### src/rtl/sram_stream_pkg.sv
// Shared constants and types for the SRAM line writer/reader pair.
// A line holds four words, packed MSB-first.
package sram_stream_pkg;

   localparam int unsigned ADDR_W         = 19;
   localparam int unsigned WORD_W         = 32;
   localparam int unsigned WORDS_PER_LINE = 4;
   localparam int unsigned LINE_W         = WORDS_PER_LINE * WORD_W;
   localparam int unsigned WIDX_W         = $clog2(WORDS_PER_LINE);
   localparam int unsigned LINE_CREDITS   = 2;

   typedef enum logic [1:0] {
      IDLE   = 2'd0,
      RUN    = 2'd1,
      FINISH = 2'd2
   } state_e;

   // Word 0 is the most significant slice of the line.
   function automatic logic [WORD_W-1:0] line_word(input logic [LINE_W-1:0] line,
                                                   input logic [WIDX_W-1:0] idx);
      logic [WORD_W-1:0] w;
      w = '0;
      for (int unsigned i = 0; i < WORDS_PER_LINE; i++) begin
         if (idx == WIDX_W'(i)) begin
            w = line[(WORDS_PER_LINE - 1 - i) * WORD_W +: WORD_W];
         end
      end
      return w;
   endfunction

endpackage

### src/rtl/sram_stream_reader_if.sv
// SRAM read port plus the outgoing word stream of the line reader.
interface sram_stream_reader_if;
   import sram_stream_pkg::*;

   logic [ADDR_W-1:0] SRAM_ADDR;
   logic              SRAM_RD_EN;
   logic [LINE_W-1:0] SRAM_DATA_OUT;
   logic [WORD_W-1:0] word_data;
   logic              word_valid;
   logic              word_ready;

   modport master (
      output SRAM_ADDR,
      output SRAM_RD_EN,
      input  SRAM_DATA_OUT,
      output word_data,
      output word_valid,
      input  word_ready
   );

   modport slave (
      input  SRAM_ADDR,
      input  SRAM_RD_EN,
      output SRAM_DATA_OUT,
      input  word_data,
      input  word_valid,
      output word_ready
   );

endinterface

### src/rtl/sram_line_fifo.sv
// Two-entry line buffer between the SRAM read pipe and the word unpacker.
// Callers never push when full or pop when empty.
module sram_line_fifo
   import sram_stream_pkg::*;
(
   input  logic              CLK,
   input  logic              RSTn,
   input  logic              push,
   input  logic [LINE_W-1:0] push_data,
   input  logic              pop,
   output logic [LINE_W-1:0] head,
   output logic [1:0]        count
);

   logic [LINE_W-1:0] mem_q [2];
   logic [LINE_W-1:0] mem_d [2];
   logic              wr_ptr_q, wr_ptr_d;
   logic              rd_ptr_q, rd_ptr_d;
   logic [1:0]        count_q,  count_d;

   always_comb begin
      mem_d    = mem_q;
      wr_ptr_d = wr_ptr_q;
      rd_ptr_d = rd_ptr_q;
      count_d  = count_q + 2'(push) - 2'(pop);
      if (push) begin
         mem_d[wr_ptr_q] = push_data;
         wr_ptr_d        = ~wr_ptr_q;
      end
      if (pop) begin
         rd_ptr_d = ~rd_ptr_q;
      end
   end

   always_ff @(posedge CLK) begin
      if (!RSTn) begin
         mem_q[0] <= '0;
         mem_q[1] <= '0;
         wr_ptr_q <= 1'b0;
         rd_ptr_q <= 1'b0;
         count_q  <= '0;
      end else begin
         mem_q    <= mem_d;
         wr_ptr_q <= wr_ptr_d;
         rd_ptr_q <= rd_ptr_d;
         count_q  <= count_d;
      end
   end

   assign head  = mem_q[rd_ptr_q];
   assign count = count_q;

endmodule

### src/rtl/sram_stream_reader.sv
// Reads a contiguous run of SRAM lines and streams them out as words, MSB word first.
// At most two lines are ever buffered or in flight, so the line FIFO cannot overflow.
module sram_stream_reader
   import sram_stream_pkg::*;
#(
   parameter int unsigned RD_LAT = 2
) (
   input  logic                 CLK,
   input  logic                 RSTn,
   input  logic                 start,
   input  logic [ADDR_W-1:0]    base_addr,
   input  logic [ADDR_W-1:0]    num_lines,
   output logic                 busy,
   output logic                 done,
   sram_stream_reader_if.master bus
);

   state_e              state_q,     state_d;
   logic                busy_q,      busy_d;
   logic                done_q,      done_d;
   logic                rd_en_q,     rd_en_d;
   logic [ADDR_W-1:0]   sram_addr_q, sram_addr_d;
   logic [ADDR_W-1:0]   next_addr_q, next_addr_d;
   logic [ADDR_W-1:0]   num_lines_q, num_lines_d;
   logic [ADDR_W-1:0]   issued_q,    issued_d;
   logic [ADDR_W-1:0]   drained_q,   drained_d;
   logic [WIDX_W-1:0]   widx_q,      widx_d;
   logic [RD_LAT-1:0]   vpipe_q,     vpipe_d;

   logic [LINE_W-1:0]   head_c;
   logic [1:0]          fifo_count_c;
   logic                push_c;
   logic                word_valid_c;
   logic                accept_c;
   logic                pop_c;
   logic [2:0]          inflight_c;
   logic [2:0]          held_lines_c;
   logic                can_issue_c;

   sram_line_fifo u_line_fifo (
      .CLK       (CLK),
      .RSTn      (RSTn),
      .push      (push_c),
      .push_data (bus.SRAM_DATA_OUT),
      .pop       (pop_c),
      .head      (head_c),
      .count     (fifo_count_c)
   );

   assign push_c       = vpipe_q[RD_LAT-1];
   assign word_valid_c = (fifo_count_c != 2'd0);
   assign accept_c     = word_valid_c && bus.word_ready;
   assign pop_c        = accept_c && (widx_q == WIDX_W'(WORDS_PER_LINE - 1));

   // A line being popped this cycle frees its credit for an issue in the same cycle.
   always_comb begin
      inflight_c = 3'(rd_en_q);
      for (int unsigned i = 0; i < RD_LAT; i++) begin
         inflight_c = inflight_c + 3'(vpipe_q[i]);
      end
      held_lines_c = 3'(fifo_count_c) + inflight_c - 3'(pop_c);
      can_issue_c  = (held_lines_c < 3'(LINE_CREDITS));
   end

   always_comb begin
      state_d     = state_q;
      busy_d      = busy_q;
      done_d      = 1'b0;
      rd_en_d     = 1'b0;
      sram_addr_d = sram_addr_q;
      next_addr_d = next_addr_q;
      num_lines_d = num_lines_q;
      issued_d    = issued_q;
      drained_d   = drained_q;
      widx_d      = widx_q;

      vpipe_d[0] = rd_en_q;
      for (int unsigned i = 1; i < RD_LAT; i++) begin
         vpipe_d[i] = vpipe_q[i-1];
      end

      case (state_q)
         IDLE: begin
            if (start) begin
               num_lines_d = num_lines;
               drained_d   = '0;
               widx_d      = '0;
               // The first read goes out straight from IDLE to save a cycle of latency.
               if (num_lines != '0) begin
                  state_d     = RUN;
                  busy_d      = 1'b1;
                  rd_en_d     = 1'b1;
                  sram_addr_d = base_addr;
                  next_addr_d = base_addr + ADDR_W'(1);
                  issued_d    = ADDR_W'(1);
               end else begin
                  state_d  = FINISH;
                  done_d   = 1'b1;
                  busy_d   = 1'b0;
                  issued_d = '0;
               end
            end
         end

         RUN: begin
            if ((issued_q < num_lines_q) && can_issue_c) begin
               rd_en_d     = 1'b1;
               sram_addr_d = next_addr_q;
               next_addr_d = next_addr_q + ADDR_W'(1);
               issued_d    = issued_q + ADDR_W'(1);
            end
            if (accept_c) begin
               widx_d = widx_q + WIDX_W'(1);
            end
            if (pop_c) begin
               drained_d = drained_q + ADDR_W'(1);
               if (drained_q == (num_lines_q - ADDR_W'(1))) begin
                  state_d = FINISH;
                  done_d  = 1'b1;
                  busy_d  = 1'b0;
               end
            end
         end

         FINISH: begin
            state_d = IDLE;
         end

         default: begin
            state_d = IDLE;
         end
      endcase
   end

   always_ff @(posedge CLK) begin
      if (!RSTn) begin
         state_q     <= IDLE;
         busy_q      <= 1'b0;
         done_q      <= 1'b0;
         rd_en_q     <= 1'b0;
         sram_addr_q <= '0;
         next_addr_q <= '0;
         num_lines_q <= '0;
         issued_q    <= '0;
         drained_q   <= '0;
         widx_q      <= '0;
         vpipe_q     <= '0;
      end else begin
         state_q     <= state_d;
         busy_q      <= busy_d;
         done_q      <= done_d;
         rd_en_q     <= rd_en_d;
         sram_addr_q <= sram_addr_d;
         next_addr_q <= next_addr_d;
         num_lines_q <= num_lines_d;
         issued_q    <= issued_d;
         drained_q   <= drained_d;
         widx_q      <= widx_d;
         vpipe_q     <= vpipe_d;
      end
   end

   assign busy           = busy_q;
   assign done           = done_q;
   assign bus.SRAM_ADDR  = sram_addr_q;
   assign bus.SRAM_RD_EN = rd_en_q;
   assign bus.word_valid = word_valid_c;
   assign bus.word_data  = word_valid_c ? line_word(head_c, widx_q) : '0;

endmodule

### src/flat_wrapper.sv
// flat-port wrapper written by rule: the top's interface ports become plain ports
module sram_stream_reader_flat import sram_stream_pkg::*;
#(
   parameter int unsigned RD_LAT = 2
)
  (CLK, RSTn, start, base_addr, num_lines, busy, done, bus_SRAM_ADDR, bus_SRAM_RD_EN, bus_SRAM_DATA_OUT, bus_word_data, bus_word_valid, bus_word_ready);
  sram_stream_reader_if bus_i ();
  input  logic CLK;
  input  logic RSTn;
  input  logic start;
  input  logic [ADDR_W-1:0] base_addr;
  input  logic [ADDR_W-1:0] num_lines;
  output logic busy;
  output logic done;
  output wire logic [$bits(bus_i.SRAM_ADDR)-1:0] bus_SRAM_ADDR;
  output wire logic [$bits(bus_i.SRAM_RD_EN)-1:0] bus_SRAM_RD_EN;
  input wire logic [$bits(bus_i.SRAM_DATA_OUT)-1:0] bus_SRAM_DATA_OUT;
  output wire logic [$bits(bus_i.word_data)-1:0] bus_word_data;
  output wire logic [$bits(bus_i.word_valid)-1:0] bus_word_valid;
  input wire logic [$bits(bus_i.word_ready)-1:0] bus_word_ready;
  assign bus_SRAM_ADDR = bus_i.SRAM_ADDR;
  assign bus_SRAM_RD_EN = bus_i.SRAM_RD_EN;
  assign bus_i.SRAM_DATA_OUT = bus_SRAM_DATA_OUT;
  assign bus_word_data = bus_i.word_data;
  assign bus_word_valid = bus_i.word_valid;
  assign bus_i.word_ready = bus_word_ready;
  sram_stream_reader #(.RD_LAT(RD_LAT)) u_core (.CLK(CLK), .RSTn(RSTn), .start(start), .base_addr(base_addr), .num_lines(num_lines), .busy(busy), .done(done), .bus(bus_i));
endmodule
### config.mk
export PLATFORM = sky130hd
export DESIGN_NAME = sram_stream_reader_flat
export DESIGN_NICKNAME = d
export VERILOG_FILES = /design/src/rtl/sram_stream_pkg.sv /design/src/rtl/sram_stream_reader_if.sv /design/src/rtl/sram_line_fifo.sv /design/src/rtl/sram_stream_reader.sv /design/src/flat_wrapper.sv
export SDC_FILE = /design/constraint.sdc
export NUM_CORES = 1
export LEC_CHECK = 0
export ABC_AREA = 1
export CAP_MARGIN = 20
export CORE_MARGIN = 2
export CORE_UTILIZATION = 51
export DETAILED_ROUTE_END_ITERATION = 12
export PLACE_DENSITY = 0.77
export SYNTH_ARGS = -nofsm -noshare
export SYNTH_HDL_FRONTEND = slang
export SYNTH_HIERARCHICAL = 1
export SYNTH_SLANG_ARGS = --single-unit
### constraint.sdc
create_clock -name CLK -period 3.3 [get_ports CLK]
set_clock_uncertainty 0.15 [all_clocks]
set_input_delay 0.495 -clock CLK [delete_from_list [all_inputs] [get_ports CLK]]
set_output_delay 0.495 -clock CLK [all_outputs]
set_load 0.01 [all_outputs]
==> key figures <==
Outcome
  – Status: finished, violations left
  – Failing checks: setup timing

Synthesis
  – Top_reg_cell synth: dfxtp_1
  – Post-Synth Simple-Gate Area: 0.2545
  – Count leader, synth: nor2_1
  – Top cells by count, synth: 741 x nor2_1, 364 x dfxtp_1, 312 x o21ai_0
  – Async set-reset flop share out of synthesis: 0
  – Count of cell types in the netlist: 44
  – Number of synthesized flops with an enable pin: 0
  – Complex-gate fraction of the synthesized area: 0.1520
  – Synth top area share: 0.3979
  – Mapped Cells: 2523
  – Multiplexer share of the synthesized area: 0.08034
  – Largest area contributor in the netlist: dfxtp_1
  – Post-synthesis cell area: 18320 um2
  – Synth Area in Adders: 0.02268
  – Mean Syn Cell Area: 7.259 um2
  – Synth Area in XOR/XNOR: 0.02439
  – Post-Syn Nets: 2725
  – Sequential share of the synthesized area: 0.3979
  – Synthesized flop and latch total: 364
  – Yosys warning count: 6
  – Main combinational cell family by area after synthesis: simple AND/OR/NAND/NOR gates
  – Synth top area cells: dfxtp_1 40%, nor2_1 15%, o21ai_0 8.5%

GRT
  – First-pass GRT wire length: 93550 um
  – GR Util All Layers: 0.3059
  – Vias in the first global route: 17.43k
  – Initial antenna violation count: 8
  – Grt ovf: 0
  – Largest net degree at the start of global routing: 218

Placed design
  – DP Area: 20920 um2
  – Hpwl dp: 39720 um
  – Pre-CTS setup slack: -0.6765 ns
  – DP Cell Count: 3107
  – IO buf count: 224
  – Routability cong.: 0.9254

Die
  – Starting Density: 0.5162
  – Die Wd: 193.5 um
  – Height of the die: 193.5 um
  – Total die area: 37440 um2
  – Core box area: 35480 um2
  – Row count: 69
  – I/O pin cnt: 225

STA
  – Fin. Hold Viols: 0
  – # setup viols final: 21
  – Max Slew Vio Count: 0
  – Final setup margin: -0.06769 ns
  – Rel. slew slack: 0.4113
  – Fin crit share: 1.021
  – Max Freq: 0.2969 GHz
  – Slew @ Worst Pin: 0.8830 ns
  – RSZ-0062 raised after global routing: yes
  – Min Tclk post-route: 3.368 ns

Layout
  – Non-Filler Instances: 3210
  – Multi-input logic area: 10170 um2
  – Area growth syn-to-layout: 26.21%
  – Cell area after layout: 23110 um2
  – Storage element area: 7296 um2
  – Share of post-route cells with drive strength above 1: 0.1556
  – Filler cells: 2899
  – Final net count: 2916

Clock tree
  – CTS Buf Count: 40
  – Hold-fix buffers at CTS: 0
  – Clock sink total: 364
  – CTS tree: built
  – CTS HTree Levels: 2
  – Clock tree buffer depth: 3
  – Clk Latency, worst-skew pair: 0.54 ns
  – Root buf cell: clkbuf_16
  – Clock slew at reported path FFs: 0.06 ns

Setup path
  – WP data required: 3.59 ns
  – Slowest stage cell, crit path: fa_2
  – Worst R2R Start: u_core/u_line_fifo/count[0]
  – Worst setup SP type: flop
  – R2r setup slk: -0.07 ns
  – CP Capture Type: flop
  – Worst reg-to-reg path cell count: 18
  – Cell Chain, Critical Path: nor2_2, nor2_1, nand2_2, inv_2, ha_4, fa_1, inv_1, nand2_1, fa_2, inv_2, nor2_2, nand4_1, buf_4, o21ai_4, buf_6, nand3_2, nand2_1, nor2_1
  – R2r endpoint: u_core/issued_q[2]
  – CP peak stage delay: 0.53 ns
  – Critical path destination: u_core/issued_q[2]
  – Worst EP arrival: 3.65 ns
  – Setup Crit Path Kind: flop to flop
  – CP startpoint: u_core/u_line_fifo/count[0]
  – CP max FO: 6

Detailed routing
  – DRC Markers: 0
  – Routed wire length: 60810 um
  – 1st-iter DRT viols: 2102
  – Vias: 18.35k
  – DRT Pass-1 Iters: 6
  – DR vias/cell: 5.716
  – Routed Antenna Nets: 0
  – Wire per inst: 18.94 um

Power and ir drop
  – Leak: 9.239 nW
  – Maximum vdd drop: 373.2 uV
  – PD cells: 481.3 nW/um2

Hold path
  – Worst hold path type: primary input to flop

Flow run
  – Max-cap violations: 0
[stage by stage]
stage | power [mW] | util | hold WS [ns] | setup TNS (ns)
5_1_grt | 11.50 | 0.6514 | 0.1334 | -5.459
3_5_place_dp | 6.306 | 0.5895 | 0.2731 | -34.92
4_1_cts | 11.01 | 0.6403 | 0.1124 | -1.343
6_report | 11.13 | 0.6514 | 0.1240 | -0.4219
2_1_floorplan | 5.685 | - | 0.2633 | 0
3_3_place_gp | 6.263 | 0.5895 | 0.2777 | -30.53
[worst min-delay path by stage]
stage	startpoint	end	slack (ns)	depth (start not counted)
final	RSTn	u_core/u_line_fifo/count[0]	0.12	3
after global routing	RSTn	u_core/vpipe_q[1]	0.13	3
after CTS	RSTn	u_core/u_line_fifo/count[0]	0.11	3
after detailed placement	u_core/vpipe_q[0]	u_core/vpipe_q[1]	0.27	2
after global placement	u_core/vpipe_q[0]	u_core/vpipe_q[1]	0.28	2
after floorplan	u_core/vpipe_q[0]	u_core/vpipe_q[1]	0.26	2
[critical path: cells and delay by family, from the launching register on]
| kind | cells | cell delay (ns) |
|---|---|---|
| adder cells (fa/ha/maj) | 3 | 1.19 |
| flip-flops | 1 | 0.33 |
| AO/OA/AOI/OAI | 1 | 0.23 |
| buffers and inverters | 5 | 0.56 |
| AND/OR/NAND/NOR | 9 | 0.79 |
[registers in the layout, indices dropped and copies added (netlist names)]
register                     flops
u_core/bus.SRAM_ADDR            19
u_core/bus.SRAM_RD_EN            1
u_core/busy                      1
u_core/done                      1
u_core/drained_q                19
u_core/issued_q                 19
u_core/next_addr_q              19
u_core/num_lines_q              19
u_core/state_q                   2
u_core/u_line_fifo/count         2
u_core/u_line_fifo/mem_q       256
u_core/u_line_fifo/rd_ptr_q      1
u_core/u_line_fifo/wr_ptr_q      1
u_core/vpipe_q                   2
u_core/widx_q                    2
[cell families after synthesis]
family	Yosys count
simple gates	1138
mux	131
compound gates	535
buf+inv	272
fa+ha+maj	32
xor+xnor	51
flops	364
[per-layer routing]
layer | wire [um] | global-route usage | part of all wire
met5 | 13 | 0 | 0.00021
met4 | 1892 | 0.09358 | 0.031
met3 | 6364 | 0.06398 | 0.10
met2 | 27170 | 0.4844 | 0.45
met1 | 25370 | 0.4188 | 0.42
[layout make-up]
cell class | count | area share
clock buffers | 59 | 0.04942
inverters | 112 | 0.01884
diodes | 5 | 0.0005413
multi-input cells | 1887 | 0.4399
flip-flops and latches | 364 | 0.3156
well taps | 461 | 0.02495
repair buffers | 309 | 0.1409
clock inverters | 13 | 0.009798
[power by group]
group	switching (mW)	internal (mW)
Clock	1.87	2.81
Sequential	0.124	4.57
Combinational	0.994	0.759
Total	2.99	8.14
[cell usage in the layout, fill, tap and decap left out, drive strengths merged, types with 6 or more instances in the layout]
cell type,synthesis,routed
a21oi,149,149
nand2,272,272
dlygate4sd2,0,25
nand3b,6,6
buf,93,84
xor2,36,36
ha,30,30
xnor2,15,15
nor2,754,754
nor3,22,22
or2,8,8
nand3,46,46
o21ai,348,348
o31ai,32,32
inv,111,113
clkbuf,67,62
clkinv,1,6
mux2,128,128
dfxtp,364,364
clkdlybuf4s50,0,190
nand4,20,20
[what timing repair did]
action	in CTS	in global routing
pin swaps	19	26
buffers inserted	12	2
cloned	8	4
endpoints found under the setup margin	87	76
resized for setup	85	88
Note: power is estimated with default switching activity, not from simulation.
